===== config.mk =====
export PLATFORM = sky130hd
export DESIGN_NAME = sap_reg_bank
export DESIGN_NICKNAME = d
export VERILOG_FILES = /design/src/rtl/sap_pkg.sv /design/src/rtl/sap_reg_cell.sv /design/src/rtl/sap_reg_bank.sv
export SDC_FILE = /design/constraint.sdc
export NUM_CORES = 1
export LEC_CHECK = 0
export ABC_AREA = 1
export CAP_MARGIN = 20
export CORE_UTILIZATION = 38
export CTS_CLUSTER_SIZE = 14
export DETAILED_ROUTE_END_ITERATION = 12
export GPL_TIMING_DRIVEN = 0
export PLACE_DENSITY = 0.57
export SLEW_MARGIN = 5
export SYNTH_ARGS = -nofsm -noshare
export SYNTH_HDL_FRONTEND = slang
export SYNTH_HIERARCHICAL = 1
export SYNTH_SLANG_ARGS = --single-unit

===== constraint.sdc =====
create_clock -name Clock -period 2.3 [get_ports Clock]
set_clock_uncertainty 0.1 [all_clocks]
set_input_delay 0.23 -clock Clock [delete_from_list [all_inputs] [get_ports Clock]]
set_output_delay 0.23 -clock Clock [all_outputs]
set_load 0.02 [all_outputs]

===== src/rtl/sap_pkg.sv =====
// Shared definitions for the SAP datapath: default bus width and register-bank op codes.
package sap_pkg;

  localparam int SAP_WIDTH = 8;

  typedef enum logic [2:0] {
    OP_HOLD = 3'd0,
    OP_LOAD = 3'd1,
    OP_CLR  = 3'd2,
    OP_INC  = 3'd3,
    OP_DEC  = 3'd4,
    OP_SHL  = 3'd5,
    OP_SHR  = 3'd6,
    OP_RSVD = 3'd7
  } op_t;

  // Ops that modify the addressed register (and therefore the zero flag).
  function automatic logic op_writes(input op_t op);
    return (op == OP_LOAD) || (op == OP_CLR) || (op == OP_INC) ||
           (op == OP_DEC)  || (op == OP_SHL) || (op == OP_SHR);
  endfunction

  // Ops that produce a carry/borrow/shifted-out bit.
  function automatic logic op_sets_carry(input op_t op);
    return (op == OP_INC) || (op == OP_DEC) || (op == OP_SHL) || (op == OP_SHR);
  endfunction

endpackage


===== src/rtl/sap_reg_cell.sv =====
// One WIDTH-bit register of the SAP bank with its load/clear/inc/dec/shift logic.
module sap_reg_cell
  import sap_pkg::*;
#(
  parameter int WIDTH = SAP_WIDTH
) (
  input  logic             Clock,
  input  logic             reset_n,
  input  logic             we,
  input  logic [2:0]       op,
  input  logic [WIDTH-1:0] data_bus,
  output logic [WIDTH-1:0] q,
  output logic             carry,
  output logic             zero
);

  localparam logic [WIDTH-1:0] ONE = WIDTH'(1);

  op_t              op_e;
  logic [WIDTH-1:0] nxt;

  assign op_e = op_t'(op);

  always_comb begin
    nxt   = q;
    carry = 1'b0;
    case (op_e)
      OP_LOAD: nxt = data_bus;
      OP_CLR:  nxt = '0;
      OP_INC: begin
        nxt   = q + ONE;
        carry = &q;
      end
      OP_DEC: begin
        nxt   = q - ONE;
        carry = ~|q;
      end
      OP_SHL: begin
        nxt   = {q[WIDTH-2:0], 1'b0};
        carry = q[WIDTH-1];
      end
      OP_SHR: begin
        nxt   = {1'b0, q[WIDTH-1:1]};
        carry = q[0];
      end
      default: nxt = q;
    endcase
  end

  assign zero = ~|nxt;

  always_ff @(posedge Clock or negedge reset_n) begin
    if (!reset_n) begin
      q <= '0;
    end else if (we) begin
      q <= nxt;
    end
  end

endmodule


===== src/rtl/sap_reg_bank.sv =====
// SAP register bank: DEPTH op-capable registers, two ALU read ports, one muxed bus port, zero/carry flags.
module sap_reg_bank
  import sap_pkg::*;
#(
  parameter  int WIDTH = SAP_WIDTH,
  parameter  int DEPTH = 4,
  localparam int AW    = $clog2(DEPTH)
) (
  input  logic             Clock,
  input  logic             reset_n,
  input  logic [WIDTH-1:0] data_bus,
  input  logic [AW-1:0]    wr_addr,
  input  logic [2:0]       op,
  input  logic [AW-1:0]    rd_addr_a,
  input  logic [AW-1:0]    rd_addr_b,
  input  logic [AW-1:0]    rd_addr_o,
  input  logic             out_enable,
  output logic [WIDTH-1:0] alu_a,
  output logic [WIDTH-1:0] alu_b,
  output logic [WIDTH-1:0] bus_out,
  output logic             bus_valid,
  output logic             zero_flag,
  output logic             carry_flag
);

  op_t              op_e;
  logic             wr_any;
  logic [WIDTH-1:0] q_arr [DEPTH];
  logic [DEPTH-1:0] cy_vec;
  logic [DEPTH-1:0] z_vec;

  assign op_e   = op_t'(op);
  assign wr_any = op_writes(op_e);

  for (genvar i = 0; i < DEPTH; i++) begin : g_cell
    sap_reg_cell #(.WIDTH(WIDTH)) u_cell (
      .Clock    (Clock),
      .reset_n  (reset_n),
      .we       (wr_any && (wr_addr == AW'(i))),
      .op       (op),
      .data_bus (data_bus),
      .q        (q_arr[i]),
      .carry    (cy_vec[i]),
      .zero     (z_vec[i])
    );
  end

  // Read paths are pure muxes on register state: a same-cycle write is not bypassed.
  assign alu_a     = q_arr[rd_addr_a];
  assign alu_b     = q_arr[rd_addr_b];
  assign bus_out   = out_enable ? q_arr[rd_addr_o] : '0;
  assign bus_valid = out_enable;

  always_ff @(posedge Clock or negedge reset_n) begin
    if (!reset_n) begin
      zero_flag  <= 1'b0;
      carry_flag <= 1'b0;
    end else begin
      if (wr_any) begin
        zero_flag <= z_vec[wr_addr];
      end
      if (op_sets_carry(op_e)) begin
        carry_flag <= cy_vec[wr_addr];
      end
    end
  end

endmodule


* Word level (Yosys, flattened, before mapping)
Index checks and enable logic that the tools add are counted.
Cells by class: $add $sub $neg 8, $mul 0, divide/modulo/power cells 0, order comparisons 4, equality and inequality tests 9, shifts and indexed selects 0, mux-type cells 22, bitwise operators 3, reduce and logical (&&, ||, !) cells 33
Operators by type and width (number):
- 8-bit one-hot mux with 6 select lines | 4
- 8-bit OR reduction | 8
- 8-bit two-way mux | 7
- 8-bit binary-select mux with 2-bit select | 3
- 8-bit by 1-bit adder with 8-bit output, second input constant | 4
- 8-bit AND reduction | 4
- 8-bit by 1-bit subtractor with 8-bit output, second input constant | 4
- 1-bit one-hot mux with 4 select lines | 4
- 3-bit == test, second input constant | 3
- 3-bit >= comparator, second input constant | 3
- 2-bit NOT with 3-bit output | 3
- 1-bit zero test | 8
- 1-bit logical OR | 8
- 3-bit by 2-bit == test with 1-bit output, second input constant | 2
- 1-bit binary-select mux with 2-bit select | 2
- 2-bit == test, second input constant | 2
- 1-bit logical AND | 4
- 3-bit by 1-bit == test with 1-bit output, second input constant | 1
- 2-bit by 3-bit < comparator with 1-bit output, second input constant | 1
- 2-bit by 1-bit == test with 1-bit output, second input constant | 1
- 2-bit zero test | 1
- 1-bit two-way mux | 2
Word-level totals: bits in registers 34, bits in latches 0, memory bits (writable) 0, ROM bits 0, bits of input ports 22, output and inout bits 27, word-level logic and storage cells 85, memories kept 0

* Longest topological paths before layout
word-level depth 7, gate-level depth with buffers 21, mapped depth without buffers 20

* Modules after synthesis
Netlist, hierarchy kept.
By module, submodules not included:
- sap_reg_cell | times used 4, cells each 191, area an instance 1114.8 um^2, seq. area each 200.2 um^2
- sap_reg_bank | times used 1, cells each 232, area an instance 1039.7 um^2, seq. area each 50.0 um^2

* Least setup slack after synthesis
Ideal clock, no wire load.
kind in2reg, start input port op[0], end register zero_flag, setup time 0.065 ns, arrival time 2.164 ns, data required time 2.135 ns, slack -0.029 ns, cell stages on the path 19, path buffers 1, cell sequence buf_4 nor2_2 nand2_2 inv_1 ha_1 or2_2 nand3_1 nand3_1 nand3_1 nand2_1 o21ai_1 nand2_1 nor2_1 nand2_1 nand2_1 nand2_1 nand2_1 nand2_1 nand2_1
Between the ends: longest elaborated chain between the ends 6, elaborated cells on any way between the ends 25, those cells by class 6 x eq/ne; 6 x mux; 13 x reduce/logical
Ends and longest elaborated chain:
- start, declared | RTL line sap_reg_bank.sv:13 | input logic [2:0] op,
- 3-bit == test, or another cell as far along | RTL line sap_reg_cell.sv:27 | case (op_e)
- 8-bit one-hot mux with 6 select lines * | RTL line sap_reg_cell.sv:27
- 8-bit OR reduction * | RTL line sap_reg_cell.sv:50 | assign zero = ~|nxt;
- 1-bit zero test * | RTL line sap_reg_cell.sv:50
- named net z_vec[3] | RTL line sap_reg_bank.sv:30 | logic [DEPTH-1:0] z_vec;
- 1-bit binary-select mux with 2-bit select * | RTL line sap_reg_bank.sv:60 | zero_flag <= z_vec[wr_addr];
- 1-bit two-way mux (not written as such) * | RTL line sap_reg_bank.sv:60
- end signal, assigned | RTL line sap_reg_bank.sv:60
- end, declared | RTL line sap_reg_bank.sv:22 | output logic zero_flag,
Mark *: on every way through the listed nets, which the timed path passes. The rest lies on a longest branch. The select of a mux whose other input is x is not followed. A chain may end at the register's enable or synchronous reset.

* Worst setup path after layout
start register g_cell[2].u_cell.q[3], end register zero_flag
Between the ends: longest elaborated chain between the ends 6, elaborated cells on any way between the ends 7, those cells by class 2 x add/sub; 3 x mux; 2 x reduce/logical
Ends and longest elaborated chain:
- start, declared | RTL line sap_reg_cell.sv:12 | output logic [WIDTH-1:0] q,
- start signal, assigned | RTL line sap_reg_cell.sv:56 | q <= nxt;
- 8-bit by 1-bit subtractor with 8-bit output / 8-bit by 1-bit adder with 8-bit output (equally long branches) | RTL line sap_reg_cell.sv:35, sap_reg_cell.sv:31
- 8-bit one-hot mux with 6 select lines * | RTL line sap_reg_cell.sv:27
- 8-bit OR reduction * | RTL line sap_reg_cell.sv:50
- 1-bit zero test * | RTL line sap_reg_cell.sv:50
- named net z_vec[2] | RTL line sap_reg_bank.sv:30
- 1-bit binary-select mux with 2-bit select * | RTL line sap_reg_bank.sv:60
- 1-bit two-way mux (not written as such) * | RTL line sap_reg_bank.sv:60
Marked as above.

==> reports/metrics.csv <==
metric,value,unit
final_common_cell,nand2_1,
remaining_drc_errors,0,
gp_congestion,0.910,
setup_viol,1,
port-buffer-count,46,
grt_pass1_wl,31100,µm
antenna_found_initial,0,
reg2reg_from,g_cell[2].u_cell/q[3],
drive_gt1_share,18.2,%
synthDistinctLibCells,30,
final_nets,1131,
initial_core_util,39.3,%
dieArea,15000,µm²
critPathKind,flip-flop to flip-flop,
drv_slew,0,
hold_viol,0,
core_region_area,14000,µm²
rsz0062_at_grt,yes,
cp_max_fo,8,
clock-sinks,34,
grt_pass1_vias,5790,
gr-usage-met2,41.5,%
wl_per_cell,15.6,µm
fp-row-count,43,
htreeDepth,2,
syn2layout_area_growth,26.2,%
hpwl,14600,µm
status,finished with violations,
final.period_utilization,102,%
regArea,877,µm²
grtUsageMet1,39.3,%
pre_cts_ws,-1.21,ns
syn-mean-instance-area,5.52,µm²
period_needed,2.33,ns
worst_ep_arrival_time,2.46,ns
final_cell_mix,"nand2_1 (370), inv_1 (110), nand3_1 (84)",
clk_pin_slew,0.06,ns
die_h,122,µm
synthCells,996,
worst_slack,-0.0347,ns
syn_nets,1046,
grt-ovfl-total,0,
vias_per_cell,5.22,
firstDrtPassIters,5,
root_buffer,clkbuf_16,
final.setup.tns,-0.0347,ns
worst_pin_slew,0.600,ns
io_pins,49,
power_density,648,nW/µm²
max_slew_margin,59.5,%
ys_ff_latch,34,
clock_latency,0.28,ns
multiInputGateArea,4200,µm²
ir_worst_vdd,0.255,mV
worstHoldPathType,input port to async pin,
rr_worst_depth,16,
cp-end-kind,flip-flop,
drtIter0Drc,567,
grtUsageTotal,26.8,%
violations,setup timing,
die_x,122,µm
ys_warn_count,6,
gr-usage-met3,2.70,%
cp-start-kind,flip-flop,
fmax,428,MHz
clock_path_buffers,2,
syn_area,5500,µm²
reg2reg_slack,-0.03,ns
num_antenna_cells,0,
vias,6572,
ant_nets,0,
top_usage_layer,met2,
crit_required,2.42,ns
grt_max_degree,32,
p_leak,3.72,nW
wirelength,19700,µm
ys_seq_area_share,15.5,%
n_fill_cell,1520,
cts_made_buffers,5,
cts_tree,done,
cap_violations,0,
timing.rr.end,zero_flag,
## cell families (layout without fill, tap and decap cells)
| family | Yosys count | after routing | share of synthesized area, % |
|---|---|---|---|
| buffers and inverters | 161 | 245 | 12.3 |
| AOI/OAI and AO/OA | 112 | 112 | 10.9 |
| and+or+nand+nor | 657 | 657 | 53.7 |
| xor gates and xnor gates | 4 | 4 | 0.637 |
| DFF | 34 | 34 | 15.5 |
| adders and majority gates | 28 | 28 | 6.92 |
## final cells by class
type / count / share of cell area (%)
Buffer: 31 / 3.44
Clock buffer: 6 / 2.00
Inverter: 130 / 7.18
Multi-Input combinational cell: 801 / 60.5
Sequential cell: 34 / 12.6
Tap cell: 180 / 3.24
Timing Repair Buffer: 78 / 11.0
## worst max path at each step
stage	start	to	slack [ns]	cells past startpoint
2_1_floorplan	op[0]	zero_flag	0.04	19
3_3_place_gp	op[1]	zero_flag	-1.69	19
3_5_place_dp	op[2]	zero_flag	-1.21	19
4_1_cts	op[0]	zero_flag	-0.05	20
5_1_grt	g_cell[2].u_cell/q[0]	zero_flag	-0.18	16
6_report	g_cell[2].u_cell/q[3]	zero_flag	-0.03	16
## critical path: stages (launching register included)
cell,delay (ns)
dfrtp_1,0.60
ha_1,0.33
inv_1,0.09
nand2_1,0.08
nand2_1,0.07
nand2_1,0.04
nand3_1,0.11
nand4_1,0.14
nor2_1,0.12
nand3_1,0.08
nor2_2,0.15
nand2_1,0.08
nand2_1,0.06
nand2_1,0.04
nand2_1,0.07
nand2_1,0.05
nand2_1,0.05
## power breakdown
part	switching [mW]	total (mW)	leakage (nW)	internal (mW)
Sequential	0.466	1.24	0.410	0.771
Combinational	1.54	2.57	3.24	1.04
Clock	0.266	0.685	0.0688	0.419
## cell usage after synthesis, drive strengths merged
cell type	n	area share, %
nor2	98	8.0
a21oi	36	3.3
inv	126	8.6
or2	4	0.45
o211ai	10	1.4
nand3	94	9.3
clkbuf	4	0.32
nor3	12	1.1
ha	24	5.5
nand4	44	5.0
fa	4	1.5
nand2	401	29
o21ai	62	5.6
clkinv	4	0.27
nand3b	4	0.55
buf	27	3.1
dfrtp	34	15
xor2	4	0.64
o311ai	4	0.64
## sequential cells by signal, summed over array words and instances, names as in the netlist
signal and count:
zero_flag 1, carry_flag 1, g_cell.u_cell/q 32
## metal layers
layer,routed length [µm],up-vias
met1,9490,2929
met5,0,-
met4,458,0
met2,8490,230
li1,-,3387
met3,1220,26
## per-stage QoR
stage,util [%],cells,cell area [µm²],power [mW],hold slack (ns)
detailed placement,44.3,1223,6190,3.46,-0.0316
finish,49.6,1260,6940,4.49,0.202
global route,49.6,1260,6940,4.85,0.215
CTS,46.9,1243,6550,4.26,0.203
global placement,44.2,1222,6180,3.45,0.418
floorplan,-,996,5500,2.62,-0.166
## timing repair
item                                    in CTS  in global routing
gates resized for setup                     57                 60
hold endpoints to repair                    34                  0
hold buffers                                 1                  0
buffers inserted                            13                 17
pin swaps                                    7                  4
endpoints found under the setup margin      50                 21
cloned                                       0                  0
Note: power is estimated with default switching activity, not from simulation.
